[src/rtl/usb_tx_scheduler.sv]
// USB device transaction sequencer: maps host tokens/data to usb_tx
// requests, handles turnaround, data toggles and handshake tracking.
module usb_tx_scheduler #(
  parameter int TURNAROUND_CYCLES = 20,
  parameter int HS_TIMEOUT        = 150,
  parameter int CNT_W             = 8
) (
  input  logic       clk,
  input  logic       rst,
  input  logic [2:0] rx_packet,
  input  logic       rx_packet_valid,
  input  logic       rx_error,
  input  logic       rx_buf_full,
  input  logic       ep_stall,
  input  logic [6:0] buffer_occupancy,
  input  logic       clear_toggle,
  input  logic       tx_transfer_active,
  input  logic       tx_error,
  output logic [2:0] tx_packet,
  output logic       tx_commit,
  output logic       tx_retry,
  output logic       rx_discard,
  output logic       sched_error,
  output logic       busy
);

  localparam logic [2:0] PID_OUT   = 3'd0;
  localparam logic [2:0] PID_IN    = 3'd1;
  localparam logic [2:0] PID_DATA0 = 3'd2;
  localparam logic [2:0] PID_DATA1 = 3'd3;
  localparam logic [2:0] PID_ACK   = 3'd4;
  localparam logic [2:0] PID_NAK   = 3'd5;
  localparam logic [2:0] PID_STALL = 3'd6;
  localparam logic [2:0] PID_IDLE  = 3'd7;

  localparam logic [CNT_W-1:0] LP_TA_LAST =
    CNT_W'(TURNAROUND_CYCLES - 1);
  localparam logic [CNT_W-1:0] LP_HS_LAST =
    CNT_W'(HS_TIMEOUT - 1);

  typedef enum logic [2:0] {
    S_IDLE,
    S_WAIT_DATA,
    S_DELAY,
    S_LAUNCH,
    S_SENDING,
    S_WAIT_HS
  } state_t;

  state_t           r_state;
  state_t           w_next;
  logic [CNT_W-1:0] r_cnt;
  logic [CNT_W-1:0] w_cnt;
  logic [2:0]       r_resp;
  logic [2:0]       w_resp;
  logic             r_rx_flip;
  logic             w_rx_flip;
  logic             r_tx_tog;
  logic             r_rx_tog;
  logic [2:0]       r_tx_packet;
  logic [2:0]       w_tx_packet;
  logic             r_commit;
  logic             r_retry;
  logic             r_discard;
  logic             r_serr;
  logic             w_commit;
  logic             w_retry;
  logic             w_discard;
  logic             w_serr;
  logic             w_tx_tog_flip;
  logic             w_rx_tog_flip;
  logic             w_rx_ok;
  logic             w_resp_data;
  logic             w_pid_data;

  assign w_rx_ok     = rx_packet_valid & ~rx_error;
  assign w_resp_data = (r_resp == PID_DATA0) |
                       (r_resp == PID_DATA1);
  assign w_pid_data  = (rx_packet == PID_DATA0) |
                       (rx_packet == PID_DATA1);

  always_comb begin
    w_next        = r_state;
    w_cnt         = r_cnt;
    w_resp        = r_resp;
    w_rx_flip     = r_rx_flip;
    w_commit      = 1'b0;
    w_retry       = 1'b0;
    w_discard     = 1'b0;
    w_serr        = 1'b0;
    w_tx_tog_flip = 1'b0;
    w_rx_tog_flip = 1'b0;
    unique case (r_state)
      S_IDLE: begin
        if (w_rx_ok && rx_packet == PID_IN) begin
          w_rx_flip = 1'b0;
          w_cnt     = '0;
          w_next    = S_DELAY;
          if (ep_stall) begin
            w_resp = PID_STALL;
          end else if (buffer_occupancy == 7'd0) begin
            w_resp = PID_NAK;
          end else begin
            w_resp = r_tx_tog ? PID_DATA1 : PID_DATA0;
          end
        end else if (w_rx_ok && rx_packet == PID_OUT) begin
          w_cnt  = '0;
          w_next = S_WAIT_DATA;
        end
      end
      S_WAIT_DATA: begin
        if (rx_packet_valid) begin
          if (w_rx_ok && w_pid_data) begin
            w_cnt     = '0;
            w_next    = S_DELAY;
            w_rx_flip = 1'b0;
            if (ep_stall) begin
              w_resp = PID_STALL;
            end else if (rx_buf_full) begin
              w_resp = PID_NAK;
            end else if (rx_packet[0] == r_rx_tog) begin
              w_resp    = PID_ACK;
              w_rx_flip = 1'b1;
            end else begin
              // duplicate of data we already ACKed: ACK again, drop it
              w_resp    = PID_ACK;
              w_discard = 1'b1;
            end
          end else begin
            w_next = S_IDLE;
          end
        end else if (r_cnt == LP_HS_LAST) begin
          w_next = S_IDLE;
        end else begin
          w_cnt = r_cnt + 1'b1;
        end
      end
      S_DELAY: begin
        if (r_cnt == LP_TA_LAST) begin
          w_next        = S_LAUNCH;
          w_rx_tog_flip = (r_resp == PID_ACK) & r_rx_flip;
        end else begin
          w_cnt = r_cnt + 1'b1;
        end
      end
      S_LAUNCH: begin
        if (tx_error) begin
          w_serr  = 1'b1;
          w_retry = w_resp_data;
          w_next  = S_IDLE;
        end else if (tx_transfer_active) begin
          w_next = S_SENDING;
        end
      end
      S_SENDING: begin
        if (tx_error) begin
          w_serr  = 1'b1;
          w_retry = w_resp_data;
          w_next  = S_IDLE;
        end else if (!tx_transfer_active) begin
          w_cnt  = '0;
          w_next = w_resp_data ? S_WAIT_HS : S_IDLE;
        end
      end
      S_WAIT_HS: begin
        if (rx_packet_valid) begin
          w_next = S_IDLE;
          if (w_rx_ok && rx_packet == PID_ACK) begin
            w_commit      = 1'b1;
            w_tx_tog_flip = 1'b1;
          end else begin
            w_retry = 1'b1;
          end
        end else if (r_cnt == LP_HS_LAST) begin
          w_retry = 1'b1;
          w_next  = S_IDLE;
        end else begin
          w_cnt = r_cnt + 1'b1;
        end
      end
      default: begin
        w_next = S_IDLE;
      end
    endcase
  end

  assign w_tx_packet =
    (w_next == S_LAUNCH || w_next == S_SENDING) ?
    w_resp : PID_IDLE;

  always_ff @(posedge clk or posedge rst) begin
    if (rst) begin
      r_state     <= S_IDLE;
      r_cnt       <= '0;
      r_resp      <= PID_IDLE;
      r_rx_flip   <= 1'b0;
      r_tx_tog    <= 1'b0;
      r_rx_tog    <= 1'b0;
      r_tx_packet <= PID_IDLE;
      r_commit    <= 1'b0;
      r_retry     <= 1'b0;
      r_discard   <= 1'b0;
      r_serr      <= 1'b0;
    end else begin
      r_state     <= w_next;
      r_cnt       <= w_cnt;
      r_resp      <= w_resp;
      r_rx_flip   <= w_rx_flip;
      r_tx_packet <= w_tx_packet;
      r_commit    <= w_commit;
      r_retry     <= w_retry;
      r_discard   <= w_discard;
      r_serr      <= w_serr;
      // clear_toggle beats a same-cycle flip
      r_tx_tog    <= clear_toggle ? 1'b0 : (r_tx_tog ^ w_tx_tog_flip);
      r_rx_tog    <= clear_toggle ? 1'b0 : (r_rx_tog ^ w_rx_tog_flip);
    end
  end

  assign tx_packet   = r_tx_packet;
  assign tx_commit   = r_commit;
  assign tx_retry    = r_retry;
  assign rx_discard  = r_discard;
  assign sched_error = r_serr;
  assign busy        = (r_state != S_IDLE);

endmodule

[config.mk]
export PLATFORM = sky130hd
export DESIGN_NAME = usb_tx_scheduler
export DESIGN_NICKNAME = d
export VERILOG_FILES = /design/src/rtl/usb_tx_scheduler.sv
export SDC_FILE = /design/constraint.sdc
export NUM_CORES = 1
export LEC_CHECK = 0
export ABC_AREA = 0
export ABC_CLOCK_PERIOD_IN_PS = 2200
export CAP_MARGIN = 15
export CORE_AREA = 2 2 73 75
export DETAILED_ROUTE_END_ITERATION = 10
export DIE_AREA = 0 0 75 77
export PLACE_DENSITY = 0.56
export SLEW_MARGIN = 25
export SYNTH_ARGS = -nofsm -noshare
export SYNTH_HDL_FRONTEND = slang
export SYNTH_SLANG_ARGS = --single-unit
[constraint.sdc]
create_clock -name clk -period 2.2 [get_ports clk]
set_clock_uncertainty 0.2 [all_clocks]
set_input_delay 0.44 -clock clk [delete_from_list [all_inputs] [get_ports clk]]
set_output_delay 0.44 -clock clk [all_outputs]
set_load 0.005 [all_outputs]
# Word-level counts from Yosys, hierarchy flattened
# Index checks and enable logic that the tools add are counted.
# totals
ff_bits,24
input_bits,19
output_inout_bits,8
word_cells,119
# classes
addsub,1
n_eq_ne,26
n_mux,60
bitwise_logic,7
reduce_logical,14
# op_table
cell,n
$mux W8,9
$mux W3,17
$pmux W8 S5,1
$mux W1,27
$eq A3 B2 Y1 const B,7
$pmux W3 S6,1
$eq A3 B3 Y1 const B,5
$ne A2 B2 Y1 const B,7
$add A8 B1 Y8 const B,1
$eq A8 B5 Y1 const B,1
$eq A8 B8 Y1 const B,1
$logic_not A7 Y1,1
$reduce_and A7 Y1,1
$eq A3 B1 Y1 const B,2
$logic_not A3 Y1,2
$ne A3 B3 Y1 const B,2
$pmux W3 S2,1
$reduce_bool A5 Y1,1
$logic_and A1 B1 Y1,4
$mux W2,2
$pmux W1 S2,2
$reduce_and A4 Y1,1
$reduce_bool A3 Y1,1
$and A1 B1 Y1,2
7 further kinds,9

# Depth between registers and ports, before layout
# Gate-level depths: netlist (run 1).
# depth
ltp_word,9
ltp_mapped,7
mapped_depth_nobuf,6

# Worst setup path after synthesis (run 1)
# Ideal clock, no wire load.
# synth_timing
path_type,input-to-reg
startpoint,input buffer_occupancy[2]
endpoint,"register r_tx_packet[1], in the netlist tx_packet[1]"
setup_ns,0.082
arrival_time_ns,1.643
required_ns,1.918
slack_ns,0.275
stages,5
path_buffers,0
path_cell_list,or4_4 -> nor4_4 -> a21boi_1 -> o22a_1 -> or2_1
# synth_via
elab_chain_cells,6
# synth_lines
item,line,text
from (decl),15,"input logic [6:0] buffer_occupancy,"
$logic_not A7 Y1,101,end else if (buffer_occupancy == 7'd0) begin
$mux W3,101,
$mux W3,99,if (ep_stall) begin
$mux W3,95,if (w_rx_ok && rx_packet == PID_IN) begin
$pmux W3 S2,93,unique case (r_state)
named net w_resp[1],55,logic [2:0] w_resp;
$mux W3,188,(w_next == S_LAUNCH || w_next == S_SENDING) ?
named net w_tx_packet[1],61,logic [2:0] w_tx_packet;
to (signal assigned),209,r_tx_packet <= w_tx_packet;
to (decl),60,logic [2:0] r_tx_packet;
# The timed path passes the listed nets, and every way through them passes these cells.
# A chain may end at the register's enable or synchronous reset.

# Worst setup path after layout (run 1)
# Ends and elaborated chain as after synthesis.

==> impl_metrics.csv, run 1 <==
group,metric,value,unit
layout,final_cells,284,
layout,final_cell_mix,"buf_4, clkdlybuf4s50_1, nor2_1",
die,die-area,5780,um2
detailed_routing,postRouteAntennaNets,0,
place,dpl.hpwl,2690,um
global_route,overflow,0,
clock_tree,root_buffer,"clkbuf_8",
worst_setup_path,critPathSlowestCell,"or4_4",
layout,diodes,0,
clock_tree,clk_path_buf_depth,2,
global_route,grtUsageTotal,13.4,%
timing,clock.fmax,0.468,GHz
clock_tree,cts_sinks,24,
detailed_routing,finalWirelength,3540,um
job,drv_cap,0,
min_path,holdCritPathClass,"primary input to async pin",
status,outcome,"completed",
yosys,yosys.area.top_type_share,30.7,%
global_route,grt_max_degree,25,
worst_setup_path,path_cells,"clkdlybuf4s50_1, or4_4, nor4_4, a21boi_1, o22a_1, or2_1",
die,core_region_area,4980,um2
yosys,synth_area,1470,um2
detailed_routing,drc_errors,0,
detailed_routing,vias,1361,
global_route,grt_pass1_wl,6040,um
power,irDropWorstVdd,0.263,mV
timing,setup_viol,0,
yosys,synth_largest_area_cell,"dfrtp_1",
yosys,avgSynthCellArea,9.28,um2
die,die_x,75,um
layout,final_common_cell,"buf_4",
timing,hold_viol,0,
yosys,synth_cells,158,
layout,stdcell_area,2110,um2
yosys,synth_cell_types,52,
clock_tree,clock_latency,270,ps
timing,fin_crit,2140,ps
detailed_routing,drtPass1Iterations,4,
power,p_leak,0.000886,uW
worst_setup_path,end_kind,"register",
clock_tree,clk_pin_slew,90,ps
timing,fin_crit_sh,97.1,%
clock_tree,cts_tree,"done",
global_route,grt_pass1_vias,1326,
worst_setup_path,critical_path_required,2210,ps
yosys,yosysSeqAreaShare,41.5,%
clock_tree,htreeDepth,1,
detailed_routing,viasPerCell,4.79,
place,dp.cells,277,
die,die_h,77,um
worst_setup_path,path_max_fanout,3,
layout,drive_gt1_share,26.2,%
clock_tree,cts_made_buffers,3,
worst_setup_path,critPathMaxStageDelay,540,ps
yosys,synth_nets,179,
die,ios,27,
die,initial_utilization,29.5,%
timing,maxSlewViolCount,0,
global_route,grt_antenna_before_repair,0,
place,gp_congestion,0.793,
yosys,ys_warn_count,0,
yosys,yosys_most_used_dff,"dfrtp_1",
yosys,synthArstFlopShare,100,%
timing,worst_pin_slew,322,ps
die,placementRows,26,
worst_setup_path,start_kind,"primary input",
layout,num-nets-final,236,
timing,slew_headroom,78.2,%
worst_setup_path,cp.arrival,2150,ps
place,numPortBuffers,26,
detailed_routing,wire_per_inst,12.5,um
power,cellPowerDensity,681,nW/um2
place,placed_area,1990,um2
yosys,synth_seq_cells,24,
yosys,synth_edf_count,0,
layout,layout-area-overhead-vs-synth,44.1,%
detailed_routing,drtIter0Drc,61,
yosys,synth_area_leaders,"dfrtp_1, dfstp_2, nor2_1",
layout,fill_cells,494,
worst_setup_path,worstSetupPathType,"primary input to register",
-- path summary, 6_finish.rpt --
path	end	from	depth (start not counted)	slack [ps]
worst min register to register	r_rx_flip	r_rx_flip	2	330
min in group clk	r_rx_flip	r_rx_flip	2	330
worst min-delay path	r_cnt[3]	rst	3	310
worst max register to register	r_cnt[7]	r_state[1]	5	120
worst max-delay path	tx_packet[1]	buffer_occupancy[2]	6	60
max in group asynchronous	r_resp[2]	rst	3	1210
-- per-layer routing --
metal  global-route usage [%]  vias to the layer above  wire length, um
met1                     18.7                      643             1710
li1                         -                      689                -
met3                     2.37                        4              153
met5                        0                        -                0
met2                     20.2                       25             1620
met4                     5.18                        0               61
-- final cells by class --
type                       instances  area [um2]  share of cell area [%]
clock buffer                       3        41.3                    1.95
clock inverter                     1        30.0                    1.42
inverter                           8        30.0                    1.42
multi-input combinational        122         822                    38.9
sequential                        24         612                    29.0
tap                               70        87.6                    4.14
timing repair buffer              56         490                    23.2
-- cells in the mapped netlist, types with 3 or more instances --
cell type	number
dfrtp_1	18
nor2_1	17
nand2_1	15
nand3_1	11
inv_1	8
o21ai_0	7
a21oi_1	6
dfstp_2	6
nand2b_1	4
nor2b_1	4
nor4_1	4
nand4_1	3
or2_1	3
-- flip-flops by register name, indices dropped and copies added, names as in the netlist --
register and count:
sched_error 1, r_state 3, r_tx_tog 1, r_resp 3, r_cnt 8, r_rx_tog 1
rx_discard 1, r_rx_flip 1, tx_packet 3, tx_retry 1, tx_commit 1
-- cell families (layout without fill, tap and decap cells) --
family / Yosys count / in the layout / share of synthesized area, %
buffers and inverters: 12 / 68 / 3.92
XOR/XNOR: 3 / 3 / 1.79
adder cells (fa/ha/maj): 2 / 2 / 1.71
AND/OR/NAND/NOR: 82 / 82 / 33.5
flip-flops: 24 / 24 / 41.5
multiplexers: 2 / 2 / 1.37
AO/OA/AOI/OAI: 33 / 33 / 16.2
-- timing repair --
action	CTS	global route
buffers inserted	1	2
hold buffers	0	0
setup endpoints to repair	1	4
pin swaps	0	1
resized for setup	2	6
-- metrics by stage --
step	utilization, %	hold slack, ps	setup WS (ps)	power, uW	setup TNS, ps
after global routing	42.5	340	-4.90	1540	-4.90
final	42.5	308	64.9	1440	0
after global placement	40.0	293	-191	1020	-1490
after CTS	41.7	319	28.1	1440	0
after floorplan	-	250	275	829	0
after detailed placement	40.0	294	-234	1020	-1790
-- where the power goes --
part	internal, uW	leakage [uW]	switching (uW)
sequential	510	0.000306	64.0
combinational	249	0.000544	223
clock	244	0.0000357	150
-- critical path: cells and delay by family --
family	cells	cell delay, ps
buffers and inverters	1	400
AOI/OAI and AO/OA	2	340
and+or+nand+nor	3	960
No activity file was read; power rests on OpenSTA's default activity.
==> run 2, diff against run 1 <==
MAX_ROUTING_LAYER = met4   (was default)
==> run 2 against run 1 <==
Net effect:
- sequential share of layout area stayed put
- utilization unchanged
- clock power is essentially flat
- setup slack got worse by 2.7 ps
- non-clock buffer count is the same
- maximum frequency shrank 0.12%
- first-iteration DRC count down 9.8%
- count of clock-buffer cells in the layout stayed put
- global-route usage grew 0.36 points
- sequential cell count unchanged
- cell area is the same
- final cell count stayed put
- critical endpoint unchanged
- largest power group unchanged
==> impl_metrics.csv, run 2 (synthesis gave the netlist of run 1 again) <==
group,metric,value,unit
status,outcome,"completed",
die,ios,27,
place,numPortBuffers,26,
timing,clock.fmax,0.468,GHz
timing,setup_viol,0,
detailed_routing,viasPerCell,4.80,
layout,regArea,612,um2
global_route,overflow,0,
global_route,grtUsageTotal,13.7,%
worst_setup_path,regToRegSetupSlack,120,ps
worst_setup_path,cp_top_family,"simple AND/OR/NAND/NOR gates",
worst_setup_path,r2r.worst_path.cells,5,
worst_setup_path,r2r-end,"r_cnt[7]",
worst_setup_path,worstSetupPathType,"primary input to register",
clock_tree,cts_sinks,24,
global_route,grt_pass1_vias,1325,
die,initial_utilization,29.5,%
detailed_routing,postRouteAntennaNets,0,
die,core_region_area,4980,um2
layout,top_register,"r_cnt",
power,pwr-share-comb,32.7,%
layout,multi_input_area,822,um2
timing,hold_viol,0,
layout,layout-area-overhead-vs-synth,44.1,%
detailed_routing,wire_per_inst,12.5,um
clock_tree,hold_buffers,0,
clock_tree,root_buffer,"clkbuf_8",
detailed_routing,vias,1362,
layout,diodes,0,
job,drv_cap,0,
power,irDropWorstVdd,0.261,mV
die,die-area,5780,um2
layout,final_common_cell,"buf_4",
die,die_x,75,um
detailed_routing,drc_errors,0,
layout,stdcell_area,2110,um2
power,p_leak,0.000886,uW
place,placed_area,1990,um2
timing,tns,0,ps
worst_setup_path,r2r-start,"r_state[2]",
die,placementRows,26,
power,cellPowerDensity,680,nW/um2
detailed_routing,drtPass1Iterations,4,
clock_tree,htreeDepth,1,
timing,fin_crit_sh,97.2,%
timing,holdWs,308,ps
detailed_routing,finalWirelength,3540,um
place,pre_cts_ws,-234,ps
clock_tree,clock_latency,270,ps
layout,final_cell_mix,"buf_4, clkdlybuf4s50_1, nor2_1",
die,die_h,77,um
worst_setup_path,critical_path_required,2210,ps
global_route,grt_pass1_wl,6040,um
min_path,holdCritPathClass,"primary input to async pin",
power,power.switching,434,uW
worst_setup_path,end_kind,"register",
clock_tree,cts_tree,"done",
clock_tree,clk_pin_slew,90,ps
timing,slew_headroom,78.2,%
layout,num-nets-final,236,
power,internal-power,1000,uW
place,dpl.hpwl,2690,um
detailed_routing,drtIter0Drc,55,
clock_tree,cts_made_buffers,3,
worst_setup_path,path_max_fanout,3,
worst_setup_path,critPathMaxStageDelay,540,ps
power,seqPwrFrac,39.9,%
power,clkPwrFrac,27.3,%
layout,largest_register_ffs,8,
clock_tree,clk_path_buf_depth,2,
timing,layout_setup_ws,62.2,ps
worst_setup_path,crit_buf_inv,1,
worst_setup_path,critPathSlowestCell,"or4_4",
worst_setup_path,start_kind,"primary input",
global_route,grt_max_degree,25,
timing,worst_pin_slew,322,ps
layout,drive_gt1_share,26.2,%
place,gp_congestion,0.804,
timing,fin_crit,2140,ps
global_route,grt_antenna_before_repair,0,
worst_setup_path,path_cells,"clkdlybuf4s50_1, or4_4, nor4_4, a21boi_1, o22a_1, or2_1",
power,swShare,30.2,%
layout,fill_cells,494,
timing,maxSlewViolCount,0,
worst_setup_path,cp.arrival,2150,ps
## run 2: worst max path at each step
stage | startpoint | endpoint | slack, ps | depth (start not counted)
CTS | r_state[2] | busy | 30 | 3
global route | r_state[2] | busy | -5 | 3
detailed placement | buffer_occupancy[2] | tx_packet[1] | -230 | 6
finish | buffer_occupancy[2] | tx_packet[1] | 60 | 6
floorplan | buffer_occupancy[2] | tx_packet[1] | 280 | 5
global placement | buffer_occupancy[2] | tx_packet[1] | -190 | 6
## run 2: metal layers
metal | part of all wire (%) | track usage, % | wire [um] | vias to the layer above
met2 | 46 | 20.2 | 1620 | 20
met1 | 49 | 18.7 | 1730 | 649
met5 | 0 | - | 0 | -
li1 | - | - | - | 689
met4 | 1.7 | 5.18 | 60 | 0
met3 | 3.4 | 2.37 | 121 | 4
## run 2: cell type report
cell class                 count  area share [%]
clock buffer                   3            1.95
clock inverter                 1            1.42
inverter                       8            1.42
multi-input combinational    122            38.9
sequential                    24            29.0
tap                           70            4.14
timing repair buffer          56            23.2
## run 2: worst reg2reg max path, delay by kind of cell, from the launching register on
family	cells	cell delay, ps
DFF	1	450
buffers and inverters	1	150
and+or+nand+nor	2	930
AOI/OAI and AO/OA	2	300
## run 2: power groups by stage
stage,logic [uW],registers [uW],clock network (uW)
after floorplan,269,560,0
after global placement,433,590,0
after detailed placement,434,588,0
after CTS,463,573,406
after global routing,531,586,422
final,470,574,392
## run 2: through the flow
stage                     cells  total power, uW  util (%)
final                       284             1440      42.5
after global routing        284             1540      42.5
after detailed placement    277             1020      40.0
after CTS                   282             1440      41.7
after global placement      277             1020      40.0
after floorplan             158              829         -
## run 2: timing repair
action / in CTS / in global routing
setup buffers: 1 / 2
pin swaps: 0 / 1
gates resized for setup: 2 / 6
gates cloned: 0 / 0
setup endpoints to repair: 1 / 4
==> run 3, diff against run 2 <==
CAP_MARGIN = 20   (was 15)
SKIP_CTS_REPAIR_TIMING = 1   (was default)
==> run 3 against run 2 <==
Net effect:
- combinational power rose by 3%
- total power rose by 1.2%
- register-to-register slack barely moved
- wire length rose by 0.62%
- sequential power barely moved
- first-iteration DRC count rose by 5.5%
- clock power barely moved
- count of clock-buffer cells in the layout did not move
==> impl_metrics.csv, run 3 (synthesis gave the netlist of run 1 again) <==
group,metric,value,unit
clock_tree,clock_latency,270,ps
worst_setup_path,critical_path_required,2210,ps
place,dpl.hpwl,2690,um
place,placed_area,1990,um2
worst_setup_path,critPathMaxStageDelay,540,ps
worst_setup_path,crit_buf_inv,1,
timing,maxSlewViolCount,0,
layout,diodes,0,
detailed_routing,viasPerCell,4.74,
power,p_leak,0.000919,uW
die,die-area,5780,um2
die,initial_utilization,29.5,%
min_path,holdCritPathClass,"primary input to async pin",
timing,fin_crit_sh,97.2,%
timing,setup_viol,0,
job,drv_cap,0,
clock_tree,clk_pin_slew,90,ps
status,outcome,"completed",
layout,final_cell_mix,"buf_4, clkdlybuf4s50_1, nor2_1",
detailed_routing,drtPass1Iterations,4,
die,core_region_area,4980,um2
global_route,grt_max_degree,25,
worst_setup_path,end_kind,"register",
detailed_routing,vias,1364,
global_route,overflow,0,
timing,fin_crit,2140,ps
timing,worst_pin_slew,322,ps
worst_setup_path,cp.arrival,2150,ps
layout,stdcell_area,2140,um2
layout,multi_input_area,822,um2
global_route,grtUsageTotal,13.6,%
die,die_h,77,um
place,gp_congestion,0.804,
clock_tree,root_buffer,"clkbuf_8",
layout,num-nets-final,240,
timing,hold_viol,0,
detailed_routing,drtIter0Drc,58,
clock_tree,cts_made_buffers,3,
worst_setup_path,critPathSlowestCell,"or4_4",
clock_tree,cts_sinks,24,
die,die_x,75,um
layout,top_register,"r_cnt",
power,cellPowerDensity,677,nW/um2
global_route,grt_pass1_wl,6010,um
detailed_routing,drc_errors,0,
timing,slew_headroom,78.2,%
layout,drive_gt1_share,27.1,%
detailed_routing,wire_per_inst,12.4,um
die,placementRows,26,
layout,largest_register_ffs,8,
die,ios,27,
worst_setup_path,start_kind,"primary input",
layout,layout-area-overhead-vs-synth,46.2,%
timing,rsz0062_at_grt,"false",
timing,holdWs,309,ps
detailed_routing,postRouteAntennaNets,0,
layout,regArea,611,um2
layout,fill_cells,489,
clock_tree,htreeDepth,1,
layout,final_common_cell,"buf_4",
worst_setup_path,path_max_fanout,3,
place,numPortBuffers,26,
power,irDropWorstVdd,0.272,mV
timing,clock.fmax,0.468,GHz
clock_tree,clk_path_buf_depth,2,
global_route,grt_pass1_vias,1319,
detailed_routing,finalWirelength,3560,um
global_route,grt_antenna_before_repair,0,
worst_setup_path,cp_top_family,"simple AND/OR/NAND/NOR gates",
worst_setup_path,worstSetupPathType,"primary input to register",
worst_setup_path,path_cells,"clkdlybuf4s50_1, or4_4, nor4_4, a21boi_1, o22a_1, or2_1",
clock_tree,cts_tree,"done",
-- run 3: changes by cell type in the layout (fill, tap and decap cells not counted), sizes merged --
cell / delta
buf: +4
dlymetal6s2s: +1
clkdlybuf4s50: -1
-- run 3: stage by stage --
| stage | TNS [ps] | setup slack, ps | cells | util (%) | total power, uW |
|---|---|---|---|---|---|
| floorplan | 0 | 275 | 158 | - | 829 |
| global placement | -1490 | -191 | 277 | 40.0 | 1020 |
| detailed placement | -1790 | -234 | 277 | 40.0 | 1020 |
| CTS | -109 | -109 | 281 | 41.4 | 1420 |
| global route | 0 | 5.43 | 288 | 43.1 | 1550 |
| finish | 0 | 61.6 | 288 | 43.1 | 1450 |
-- run 3: where the power goes --
part           total, uW  internal (uW)  switching [uW]
clock network        392            244             149
registers            577            510            67.3
logic                484            261             222
total               1450           1010             439
-- run 3: area by class of cell --
cell class / count / area share [%]
multi-input cells: 122 / 38.3
flip-flops and latches: 24 / 28.5
repair buffers: 60 / 24.4
well taps: 70 / 4.08
clock buffers: 3 / 1.93
clock inverters: 1 / 1.40
inverters: 8 / 1.40
-- run 3: path summary, 6_finish.rpt --
path                                     startpoint           end  slack (ps)  cells after the start
worst max-delay path            buffer_occupancy[2]  tx_packet[1]          60                      6
worst min-delay path                            rst      r_cnt[3]         310                      3
worst max register to register           r_state[0]      r_cnt[7]         120                      5
min in group clk                          r_rx_flip     r_rx_flip         330                      2
worst min register to register            r_rx_flip     r_rx_flip         330                      2
max in group asynchronous                       rst     r_resp[2]        1210                      3
-- run 3: worst min-delay path: stages --
cell and delay [ps]:
clkdlybuf4s50_1 400, inv_1 50, buf_4 290
-- run 3: per-layer routing --
metal  GRT usage, %  vias to the layer above  wire length (um)
li1               -                      696                 -
met1           18.3                      643              1740
met2           20.2                       21              1650
met3           2.37                        4               107
met4           5.18                        0                60
met5              -                        -                 0
